**src/rtl/d16_pkg.sv**
```systemverilog
// Shared definitions for the d16 Wishbone bus fabric: arbiter state encoding
// and the default forced-release limit.
package d16_pkg;

    typedef enum logic [1:0] {
        IDLE   = 2'b00,
        GRANT0 = 2'b01,
        GRANT1 = 2'b10
    } arb_state_t;

    localparam int D16_TIMEOUT_DEFAULT = 255;

endpackage

```
**src/rtl/d16_wb_arbiter.sv**
```systemverilog
// Two-master, one-slave Wishbone arbiter: round-robin on ties, no split
// transfers, and forced release of a master whose slave never acknowledges.
module d16_wb_arbiter
    import d16_pkg::*;
#(
    parameter int TIMEOUT = D16_TIMEOUT_DEFAULT
) (
    input  logic        i_clk,
    input  logic        i_reset_n,
    input  logic        i_m0_cyc,
    input  logic        i_m0_we,
    input  logic [15:0] i_m0_addr,
    input  logic [15:0] i_m0_dat,
    output logic [15:0] o_m0_dat,
    output logic        o_m0_ack,
    output logic        o_m0_stall,
    output logic        o_m0_err,
    input  logic        i_m1_cyc,
    input  logic        i_m1_we,
    input  logic [15:0] i_m1_addr,
    input  logic [15:0] i_m1_dat,
    output logic [15:0] o_m1_dat,
    output logic        o_m1_ack,
    output logic        o_m1_stall,
    output logic        o_m1_err,
    output logic        o_s_cyc,
    output logic        o_s_we,
    output logic [15:0] o_s_addr,
    output logic [15:0] o_s_dat,
    input  logic [15:0] i_s_dat,
    input  logic        i_s_ack
);

    // The counter holds completed wait cycles, so the limit fires one count early.
    localparam logic [15:0] TIMEOUT_LAST = 16'(TIMEOUT - 1);

    arb_state_t  state;
    logic        last_grant;
    logic [15:0] wait_cnt;

    logic g0;
    logic g1;
    logic grant_cyc;
    logic timeout;

    assign g0        = (state == GRANT0);
    assign g1        = (state == GRANT1);
    assign grant_cyc = (g0 & i_m0_cyc) | (g1 & i_m1_cyc);
    assign timeout   = grant_cyc & ~i_s_ack & (wait_cnt == TIMEOUT_LAST);

    always_ff @(posedge i_clk or negedge i_reset_n) begin
        if (!i_reset_n) begin
            state      <= IDLE;
            last_grant <= 1'b1;
            wait_cnt   <= 16'h0000;
        end else begin
            case (state)
                IDLE: begin
                    wait_cnt <= 16'h0000;
                    if (i_m0_cyc && (!i_m1_cyc || last_grant))
                        state <= GRANT0;
                    else if (i_m1_cyc)
                        state <= GRANT1;
                end
                GRANT0: begin
                    if (!i_m0_cyc || timeout) begin
                        last_grant <= 1'b0;
                        wait_cnt   <= 16'h0000;
                        state      <= i_m1_cyc ? GRANT1 : IDLE;
                    end else if (i_s_ack) begin
                        wait_cnt <= 16'h0000;
                    end else begin
                        wait_cnt <= wait_cnt + 16'h0001;
                    end
                end
                GRANT1: begin
                    if (!i_m1_cyc || timeout) begin
                        last_grant <= 1'b1;
                        wait_cnt   <= 16'h0000;
                        state      <= i_m0_cyc ? GRANT0 : IDLE;
                    end else if (i_s_ack) begin
                        wait_cnt <= 16'h0000;
                    end else begin
                        wait_cnt <= wait_cnt + 16'h0001;
                    end
                end
                default: begin
                    state    <= IDLE;
                    wait_cnt <= 16'h0000;
                end
            endcase
        end
    end

    // Slave side follows the granted master combinationally; IDLE drives zeros.
    always_comb begin
        o_s_cyc  = 1'b0;
        o_s_we   = 1'b0;
        o_s_addr = 16'h0000;
        o_s_dat  = 16'h0000;
        if (g0) begin
            o_s_cyc  = i_m0_cyc;
            o_s_we   = i_m0_we;
            o_s_addr = i_m0_addr;
            o_s_dat  = i_m0_dat;
        end else if (g1) begin
            o_s_cyc  = i_m1_cyc;
            o_s_we   = i_m1_we;
            o_s_addr = i_m1_addr;
            o_s_dat  = i_m1_dat;
        end
    end

    assign o_m0_dat   = i_s_dat;
    assign o_m1_dat   = i_s_dat;
    assign o_m0_ack   = g0 & i_s_ack;
    assign o_m1_ack   = g1 & i_s_ack;
    assign o_m0_err   = g0 & timeout;
    assign o_m1_err   = g1 & timeout;
    assign o_m0_stall = i_m0_cyc & ~g0;
    assign o_m1_stall = i_m1_cyc & ~g1;

endmodule

```
**config.mk**
```make
export PLATFORM = sky130hd
export DESIGN_NAME = d16_wb_arbiter
export DESIGN_NICKNAME = d
export VERILOG_FILES = /design/src/rtl/d16_pkg.sv /design/src/rtl/d16_wb_arbiter.sv
export SDC_FILE = /design/constraint.sdc
export NUM_CORES = 1
export LEC_CHECK = 0
export ABC_AREA = 1
export BUFFER_PORTS_ARGS = -buffer_cell sky130_fd_sc_hd__buf_2
export CAP_MARGIN = 20
export CORE_MARGIN = 3
export CORE_UTILIZATION = 42
export DETAILED_ROUTE_END_ITERATION = 16
export GPL_TIMING_DRIVEN = 0
export PLACE_DENSITY = 0.95
export SLEW_MARGIN = 20
export SYNTH_ARGS = -nofsm -noshare
export SYNTH_HDL_FRONTEND = slang
export SYNTH_SLANG_ARGS = --single-unit
```
**constraint.sdc**
```tcl
create_clock -name i_clk -period 4.2 [get_ports i_clk]
set_input_delay 0 -clock i_clk [delete_from_list [all_inputs] [get_ports i_clk]]
set_output_delay 0 -clock i_clk [all_outputs]
set_load 0.05 [all_outputs]
```
==> out/results.txt, run 1 <==
Cells after synthesis: 293
Worst setup SP type: flop
HPWL after DPL: 5.12 mm
Worst-path cell chain: inv_1, ha_1, clkbuf_1, buf_2, nand2_1, nand2_1, buf_2
Flop-to-flop setup slack: 2.53 ns
Reg2Reg Launch Point: state[1]$_DFFE_PN0P_
Vias in the first global route: 2,139
Fraction of registers with async set/reset: 1.00
Clock H-tree levels: 1
Synth warn: 0
Max Cap Violations: 0
Post-synth top area share: 0.240
Root Buffer: clkbuf_8
Routability congestion estimate: 0.904
Area of the mapped netlist: 0.00188 mm²
WP data required: 4.20 ns
Critical Path Slowest Stage Cell: dfrtp_1
Max Root-Sink Buffers: 2
Worst endpoint data arrival time: 2.07 ns
Post CTS Setup Buffer Count: 0
Synth Net Count: 386
Crit Path Max Fanout: 10
Full die area: 0.00531 mm²
Initial Utilization: 0.453
Tmin final: 2.07 ns
Clk pin slew, worst setup/hold paths: 0.07 ns
Buffers on Ports: 142
RSZ-0062 raised after global routing: no
Synthesis-stage register bit count: 19
Drt first-iter violations: 75
WL per Instance: 12.4 µm
Clock skew: 0.00234 ns
Crit share post-route: 0.493
Initial antenna violation count: 0
Crit-path max cell delay: 0.42 ns
Highest Signal Layer: met4
Nets@finish: 534
Met1 wire length: 2.37 mm
Drt pass-1 iters: 4
Main area contributors after synthesis: dfrtp_1 24%, nand2_1 20%, buf_4 13%
DRC violations left: 0
Core area: 0.00414 mm²
Worst IR drop on VDD: 421 µV
Die boundary height: 72.8 µm
Setup WS pre-CTS: 2.43 ns
Met3 routed WL: 580 µm
Area delta synth->final: 44.1%
Setup TNS: 0 ns
Max-slew violation count: 0
Ant. Diodes: 0
Synth Flop Type: dfrtp_1
Tot Pwr: 1.54 mW
Crit path capture type: primary output
Total track usage: 0.214
Share of cells above drive strength 1: 0.441
Avg Inst Size Synth: 6.41 µm²
Reg2reg end: wait_cnt[3]$_DFF_PN0_
CP Class: reg2out
Slew @ Worst Pin: 0.459 ns
Yosys cell types: 28
Power Density: 570 mW/mm²
CTS tree: yes
Die width: 72.8 µm
Standard-cell row count: 23
Wire length on met2: 2.99 mm
Status: complete, no violations
Final WS setup: 2.13 ns
Hold crit path type: in2reg
Finish-stage setup viols: 0
WL final: 6.08 mm
Hold path depth: 3
First-pass GRT wire length: 9.03 mm
Static Leak: 1.60 nW
Antenna Nets Post-Route: 0
Clk_lat worst skew: 0.26 ns
Multi-input gate area in the final layout: 0.00104 mm²
DR vias/cell: 4.76
Hold Vio Cnt, Final: 0
Most frequent cell after synthesis: nand2_1
Seq/Total Area, Yosys: 0.254
Remaining global-route overflow: 0
Largest net degree at the start of global routing: 20
Reg2Reg Depth: 10
Hold path start: i_m0_cyc
Synth top cells by count: 100 x nand2_1, 42 x nand3_1, 35 x nor2_1
Fmax: 483 MHz
Num Clock Sinks: 19
Register area: 477 µm²
Worst slew margin: 0.694
Post-synth top area cell: dfrtp_1
Vias: 2,333
IO Count: 159
FILL cells: 351
Clock buffer count from CTS: 3
EDFF count, synth: 0
Hold Crit Endpoint: state[0]$_DFFE_PN0P_
[flip-flops by register name (all words and copies together) (netlist names)]
register	cells
wait_cnt	16
state	2
last_grant	1
[layer usage]
layer  vias up  GRT usage
met5         -          0
met4         0     0.0861
met3        13     0.0523
met2       129      0.373
met1      1013      0.251
li1       1178          -
[repair_timing]
| action | CTS | global route |
|---|---|---|
| hold buffers | 1 | 0 |
| hold endpoints to repair | 19 | 0 |
| resized for setup | 0 | 0 |
[cell usage in the layout (no fill, tap or decap), types with 4 or more instances in the layout]
cell	Yosys	final
inv_1	13	13
clkbuf_1	4	5
nand2_1	100	100
xor2_1	9	9
dfrtp_1	18	18
ha_1	6	6
nand3_1	42	42
nor2_1	35	35
o21ai_0	4	4
buf_2	4	146
buf_4	32	32
[how the worst max path moves through the flow]
stage	cells past startpoint	startpoint	slack, ns	end
after detailed placement	7	state[1]$_DFFE_PN0P_	2.43	o_s_dat[2]
after floorplan	4	state[1]$_DFFE_PN0P_	2.25	o_s_cyc
after global routing	7	state[1]$_DFFE_PN0P_	1.94	o_s_dat[3]
final	7	state[1]$_DFFE_PN0P_	2.13	o_s_addr[5]
after global placement	7	state[1]$_DFFE_PN0P_	2.46	o_s_addr[4]
after CTS	7	state[1]$_DFFE_PN0P_	2.14	o_s_dat[2]
[kinds of logic after synthesis]
kind of cell	count (synthesis)	synth area share
AOI/OAI and AO/OA	7	0.0187
xor gates and xnor gates	12	0.0560
adders and majority gates	6	0.0400
buffers and inverters	60	0.191
DFF	19	0.254
and+or+nand+nor	189	0.441
[critical path, delay by kind of cell (launching register included)]
kind | cells | cell delay, ns
adders and majority gates | 1 | 0.23
buffers and inverters | 4 | 1.00
DFF | 1 | 0.42
and+or+nand+nor | 2 | 0.16
[area by class of cell]
type,instances,area share
plain buffers,44,0.110
clock buffers,4,0.0167
flip-flops and latches,19,0.176
well taps,50,0.0231
repair buffers,143,0.266
multi-input cells,214,0.385
inverters,16,0.0222
[power by group]
part | switching [mW] | internal (mW)
sequential | 0.0147 | 0.202
clock | 0.0588 | 0.0676
combinational | 0.923 | 0.277
[through the flow]
| step | hold slack, ns | utilization | cells | instance area (µm²) |
|---|---|---|---|---|
| 2_1_floorplan | -0.296 | - | 293 | 1880 |
| 3_3_place_gp | -0.0535 | 0.639 | 485 | 2650 |
| 3_5_place_dp | -0.0502 | 0.639 | 485 | 2650 |
| 4_1_cts | 0.0308 | 0.653 | 490 | 2710 |
| 5_1_grt | 0.0604 | 0.653 | 490 | 2710 |
| 6_report | 0.0357 | 0.653 | 490 | 2710 |
No activity file was read; power rests on OpenSTA's default activity.
==> inputs of run 2 (changes only) <==
--- a/config.mk
+++ b/config.mk
@@ -5,14 +5,14 @@
 export SDC_FILE = /design/constraint.sdc
 export NUM_CORES = 1
 export LEC_CHECK = 0
-export ABC_AREA = 1
+export ABC_AREA = 0
 export BUFFER_PORTS_ARGS = -buffer_cell sky130_fd_sc_hd__buf_2
 export CAP_MARGIN = 20
 export CORE_MARGIN = 3
-export CORE_UTILIZATION = 42
+export CORE_UTILIZATION = 34
 export DETAILED_ROUTE_END_ITERATION = 16
 export GPL_TIMING_DRIVEN = 0
-export PLACE_DENSITY = 0.95
+export PLACE_DENSITY = 0.87
 export SLEW_MARGIN = 20
 export SYNTH_ARGS = -nofsm -noshare
 export SYNTH_HDL_FRONTEND = slang
==> constraint.sdc (replaced) <==
create_clock -name i_clk -period 1.8 [get_ports i_clk]
set_input_delay 0 -clock i_clk [delete_from_list [all_inputs] [get_ports i_clk]]
set_output_delay 0 -clock i_clk [all_outputs]
set_load 0.05 [all_outputs]
==> run 2 against run 1 <==
Net effect: die area grew 15%; clock power increased by 140%; flip-flop and latch count stayed put; critical path depth increased by 1; via count decreased by 9.0%; worst setup slack lost 2.1 ns; first-iteration DRC count increased by 35%; cell area is 14% higher; non-clock buffer count rose by 14; sequential share of layout area shrank 2.1 points; synthesized cell count is 36% lower; combinational power rose to 2.8 times the previous value; highest routed layer unchanged.
==> out/results.txt, run 2 <==
Status: complete, no violations
Final WS setup: 0.0160 ns
Synth top cells by count: 34 x a22o_1, 32 x buf_4, 18 x dfrtp_1
WP data required: 1.80 ns
Ant. Diodes: 0
Setup WS pre-CTS: -0.336 ns
Share of cells above drive strength 1: 0.680
Standard-cell row count: 25
Hold crit path type: in2reg
Max Cap Violations: 0
EDFF count, synth: 0
Power Density: 1380 mW/mm²
Drt pass-1 iters: 4
Crit share post-route: 0.991
Clk_lat worst skew: 0.26 ns
Post-Place Cells: 397
Worst setup SP type: flop
Synth Flop Type: dfrtp_1
Initial antenna violation count: 0
Total track usage: 0.210
Internal: 1.90 mW
Hold path depth: 2
CP Class: reg2out
Worst slew margin: 0.706
Max Root-Sink Buffers: 2
WL final: 7.23 mm
Seq/Total Area, Yosys: 0.269
Avg Inst Size Synth: 9.43 µm²
Most frequent cell after synthesis: a22o_1
Synthesis-stage register bit count: 19
Flop-to-flop setup slack: 0.06 ns
Full die area: 0.00612 mm²
Clock skew: 0.00231 ns
Finish-stage setup viols: 0
Fraction of registers with async set/reset: 1.00
Clock share of power: 0.072
Buffers on Ports: 142
DRC violations left: 0
Final non-filler cell total: 417
FILL cells: 386
Clock H-tree levels: 1
Largest net degree at the start of global routing: 20
Synth warn: 0
Initial Utilization: 0.363
Nets@finish: 444
Switching Fraction: 0.551
DR vias/cell: 5.09
Crit path capture type: primary output
Hold Vio Cnt, Final: 0
Top reg by flops: wait_cnt
WL per Instance: 17.3 µm
Slew @ Worst Pin: 0.441 ns
Clock buffer count from CTS: 3
Commonest non-fill, non-tap cell in the layout: buf_2
Vias: 2,122
Hold path start: i_m0_cyc
Area delta synth->final: 73.7%
Vias in the first global route: 2,179
Hold Crit Endpoint: state[0]$_DFFE_PN0P_
Routability congestion estimate: 0.816
Worst endpoint data arrival time: 1.78 ns
Antenna Nets Post-Route: 0
Reg2reg end: state[0]$_DFFE_PN0P_
Tmin final: 1.78 ns
Post-synth top area cell: dfrtp_1
Fmax: 561 MHz
HPWL after DPL: 5.09 mm
Max reg flops: 16
Max-slew violation count: 0
Reg power frac: 0.124
RSZ-0062 raised after global routing: yes
Clk pin slew, worst setup/hold paths: 0.07 ns
Crit Path Max Fanout: 7
Num Clock Sinks: 19
Remaining global-route overflow: 0
IO Count: 159
Reg2Reg Depth: 7
Core area: 0.00488 mm²
Commonest non-fill, non-tap cells in the layout: 105 x buf_2, 61 x buf_4, 33 x a22o_1
Combinational Power Share: 0.805
CTS tree: yes
Die width: 78.2 µm
Reg2Reg Launch Point: wait_cnt[0]$_DFF_PN0_
Static Leak: 1.57 nW
Worst IR drop on VDD: 1200 µV
Post-synth top area share: 0.254
Top Registers: wait_cnt: 16 flops, state: 2 flops, last_grant: 1 flops
Switching pwr: 2.34 mW
Drt first-iter violations: 101
Area of the mapped netlist: 0.00177 mm²
Yosys cell types: 37
Cells after synthesis: 188
Die boundary height: 78.2 µm
Root Buffer: clkbuf_8
Main area contributors after synthesis: dfrtp_1 25%, a22o_1 17%, buf_4 14%
Synth Net Count: 281
First-pass GRT wire length: 10.4 mm
-- run 2: kinds of logic after synthesis --
group	synth area share
and+or+nand+nor	0.216
buffers and inverters	0.191
AOI/OAI and AO/OA	0.222
DFF	0.269
xor gates and xnor gates	0.0593
adders and majority gates	0.0423
-- run 2: power by group through the flow --
| stage | Clock, mW | Sequential [mW] | Combinational, mW |
|---|---|---|---|
| floorplan | 0 | 0.501 | 2.03 |
| global placement | 0 | 0.510 | 2.59 |
| detailed placement | 0 | 0.514 | 2.61 |
| CTS | 0.309 | 0.513 | 3.09 |
| global route | 0.328 | 0.527 | 3.53 |
| finish | 0.303 | 0.523 | 3.41 |
-- run 2: per-layer routing --
| metal | track usage | vias to the layer above | share of wire |
|---|---|---|---|
| li1 | - | 968 | - |
| met2 | 0.378 | 136 | 0.52 |
| met1 | 0.242 | 1000 | 0.39 |
| met4 | 0.0857 | 0 | 0.025 |
| met3 | 0.0424 | 18 | 0.073 |
| met5 | 0 | - | 0 |
-- run 2: layout make-up --
class / instances / area, µm² / share of cell area
multi-input combinational: 119 / 1050 / 0.341
timing repair buffer: 158 / 1030 / 0.335
sequential: 19 / 479 / 0.156
buffer: 43 / 363 / 0.118
tap: 67 / 83.8 / 0.0272
clock buffer: 4 / 45.0 / 0.0146
inverter: 7 / 28.8 / 0.00934
-- run 2: worst max path at each step --
stage,start,slack (ns),to
after floorplan,state[1]$_DFFE_PN0P_,-0.01,o_s_cyc
after global placement,state[0]$_DFFE_PN0P_,-0.21,o_s_dat[14]
after detailed placement,state[0]$_DFFE_PN0P_,-0.34,o_s_addr[0]
after CTS,state[0]$_DFFE_PN0P_,-0.01,o_s_dat[9]
after global routing,state[0]$_DFFE_PN0P_,-0.03,o_s_addr[6]
final,state[0]$_DFFE_PN0P_,0.02,o_s_addr[6]
-- run 2: timing repair --
action / CTS / global route
setup buffers: 3 / 10
pin swaps: 2 / 7
setup endpoints to repair: 50 / 50
gates cloned: 1 / 1
hold endpoints to repair: 18 / 0
resized for setup: 75 / 23
hold buffers: 1 / 0
-- run 2: metrics by stage --
stage          hold WS [ns]  area, µm²   util  TNS, ns  total power [mW]
6_report             0.0904       3080  0.631        0              4.24
5_1_grt               0.110       3080  0.631   -0.119              4.38
4_1_cts              0.0545       2900  0.594  -0.0375              3.92
3_5_place_dp        -0.0379       2580  0.529    -8.37              3.12
3_3_place_gp        -0.0437       2580  0.529    -5.10              3.10
2_1_floorplan        -0.296       1790      -  -0.0126              2.53
-- run 2: critical path: stages, from the launching register on --
cell       delay [ns]
dfrtp_2          0.45
inv_2            0.09
ha_4             0.17
inv_4            0.06
nor2_4           0.12
buf_12           0.14
clkbuf_16        0.14
a22o_1           0.17
buf_6            0.17
==> inputs of run 3 (changes only) <==
--- a/config.mk
+++ b/config.mk
@@ -13,6 +13,7 @@
 export DETAILED_ROUTE_END_ITERATION = 16
 export GPL_TIMING_DRIVEN = 0
 export PLACE_DENSITY = 0.87
+export RECOVER_POWER = 100
 export SLEW_MARGIN = 20
 export SYNTH_ARGS = -nofsm -noshare
 export SYNTH_HDL_FRONTEND = slang
==> run 3 against run 2 <==
Net effect: power fell by 0.16%; flip-flop and latch count is the same; clock skew fell by 0.00098 ns; non-clock buffer count did not move; sequential power hardly changed; global-route usage did not move; first-iteration DRC count decreased by 21%; clock power barely moved; critical path type unchanged; worst setup slack better by 0.0029 ns; cell count unchanged; fmax up 0.16%; sequential share of layout area is 0.22 points higher.
==> out/results.txt, run 3 (same netlist as run 2, synthesis figures left out) <==
Status: complete, no violations
IO Count: 159
Antenna Nets Post-Route: 0
Drt first-iter violations: 80
Fmax: 561 MHz
Crit path from: state[0]$_DFFE_PN0P_
Hold Vio Cnt, Final: 0
Critical Path Slowest Stage Cell: dfrtp_2
Clk pin slew, worst setup/hold paths: 0.07 ns
Top Registers: wait_cnt: 16 flops, state: 2 flops, last_grant: 1 flops
Crit Path Max Fanout: 7
Initial antenna violation count: 0
Finish-stage setup viols: 0
Routability congestion estimate: 0.816
Hold crit path type: in2reg
Static Leak: 1.48 nW
Commonest non-fill, non-tap cells in the layout: 70 x buf_2, 61 x buf_4, 36 x clkbuf_1
DR vias/cell: 5.11
Setup TNS: 0 ns
Internal: 1.89 mW
Buffers on Ports: 142
Standard-cell row count: 25
Root Buffer: clkbuf_8
Crit share post-route: 0.989
Worst setup SP type: flop
Max reg flops: 16
CP Class: reg2out
First-pass GRT wire length: 10.4 mm
Share of cells above drive strength 1: 0.583
Clock skew: 0.00134 ns
Reg2Reg Launch Point: wait_cnt[0]$_DFF_PN0_
Worst IR drop on VDD: 1200 µV
Max Root-Sink Buffers: 2
Remaining global-route overflow: 0
Tmin final: 1.78 ns
RSZ-0062 raised after global routing: yes
WP data required: 1.80 ns
Slew @ Worst Pin: 1.03 ns
Max-slew violation count: 0
Reg power frac: 0.124
Reg2reg end: state[0]$_DFFE_PN0P_
WL final: 7.25 mm
Die width: 78.2 µm
Clk_lat worst skew: 0.26 ns
Combinational Power Share: 0.804
Clock buffer count from CTS: 3
Flop-to-flop setup slack: 0.06 ns
Largest net degree at the start of global routing: 20
Switching Fraction: 0.554
Area delta synth->final: 71.3%
WL per Instance: 17.4 µm
Worst-path cell chain: inv_2, ha_4, inv_4, nor2_4, buf_12, clkbuf_16, a22o_1, buf_6
DRC violations left: 0
Core area: 0.00488 mm²
Critical Path Stages: 8
Ant. Diodes: 0
Total track usage: 0.210
Vias: 2,131
CP bufs+invs: 5
Clock H-tree levels: 1
Worst slew margin: 0.315
Top reg by flops: wait_cnt
Initial Utilization: 0.363
Family with the most delay on the worst path: buffers and inverters
Die boundary height: 78.2 µm
Power Density: 1390 mW/mm²
Num Clock Sinks: 19
Crit path capture type: primary output
CTS tree: yes
Drt pass-1 iters: 4
Commonest non-fill, non-tap cell in the layout: buf_2
Switching pwr: 2.34 mW
Vias in the first global route: 2,179
HPWL after DPL: 5.09 mm
Setup WS pre-CTS: -0.336 ns
Nets@finish: 444
Reg2Reg Depth: 7
Final WS setup: 0.0190 ns
Max Cap Violations: 0
Crit-path max cell delay: 0.45 ns
Worst setup path endpoint: o_s_addr[6]
Worst endpoint data arrival time: 1.78 ns
Clock share of power: 0.072
Full die area: 0.00612 mm²
[run 3: cell count changes in the layout (fill, tap and decap cells not counted)]
cell,change
clkbuf_1,+34
buf_2,-35
clkbuf_2,+1
[run 3: cell type report]
class                      count  area, µm²
sequential                    19        479
tap                           67       83.8
timing repair buffer         158        988
inverter                       7       28.8
buffer                        43        363
fill                         403       1840
multi-input combinational    119       1050
clock buffer                   4       45.0
[run 3: worst min path at each step]
stage              start                    end  slack (ns)  depth (start not counted)
4_1_cts         i_m0_cyc   state[0]$_DFFE_PN0P_        0.05                          2
2_1_floorplan  i_reset_n   state[0]$_DFFE_PN0P_       -0.30                          0
6_report        i_m0_cyc   state[0]$_DFFE_PN0P_         0.1                          2
3_3_place_gp   i_reset_n  wait_cnt[5]$_DFF_PN0_       -0.04                          1
5_1_grt         i_m0_cyc   state[0]$_DFFE_PN0P_        0.11                          2
3_5_place_dp   i_reset_n  wait_cnt[1]$_DFF_PN0_       -0.04                          1
[run 3: per-stage QoR]
stage,power [mW],cells,utilization,hold WS [ns],area [µm²]
after floorplan,2.53,188,-,-0.296,1790
after global placement,3.10,397,0.529,-0.0437,2580
after detailed placement,3.12,397,0.529,-0.0379,2580
after CTS,3.92,406,0.594,0.0545,2900
after global routing,4.37,417,0.623,0.110,3040
final,4.23,417,0.623,0.0964,3040
[run 3: metal layers]
metal  wire length, µm  global-route usage  vias to the layer above
met5                 0                   0                        -
met4               188              0.0857                        0
met3               515              0.0424                       20
met2              3720               0.378                      136
met1              2820               0.242                     1009
li1                  -                   -                      966
[run 3: timing repair]
item | 4_1_cts | 5_1_grt
buffers inserted | 3 | 10
gates cloned | 1 | 1
hold buffers | 1 | 0
setup endpoints to repair | 50 | 50
pin swaps | 2 | 7
resized for setup | 75 | 23
endpoints found under the hold margin | 18 | 0
[run 3: power groups by stage]
stage	Sequential, mW	Clock [mW]	Combinational, mW
2_1_floorplan	0.501	0	2.03
3_3_place_gp	0.510	0	2.59
3_5_place_dp	0.514	0	2.61
4_1_cts	0.513	0.309	3.09
5_1_grt	0.527	0.328	3.52
6_report	0.523	0.304	3.40
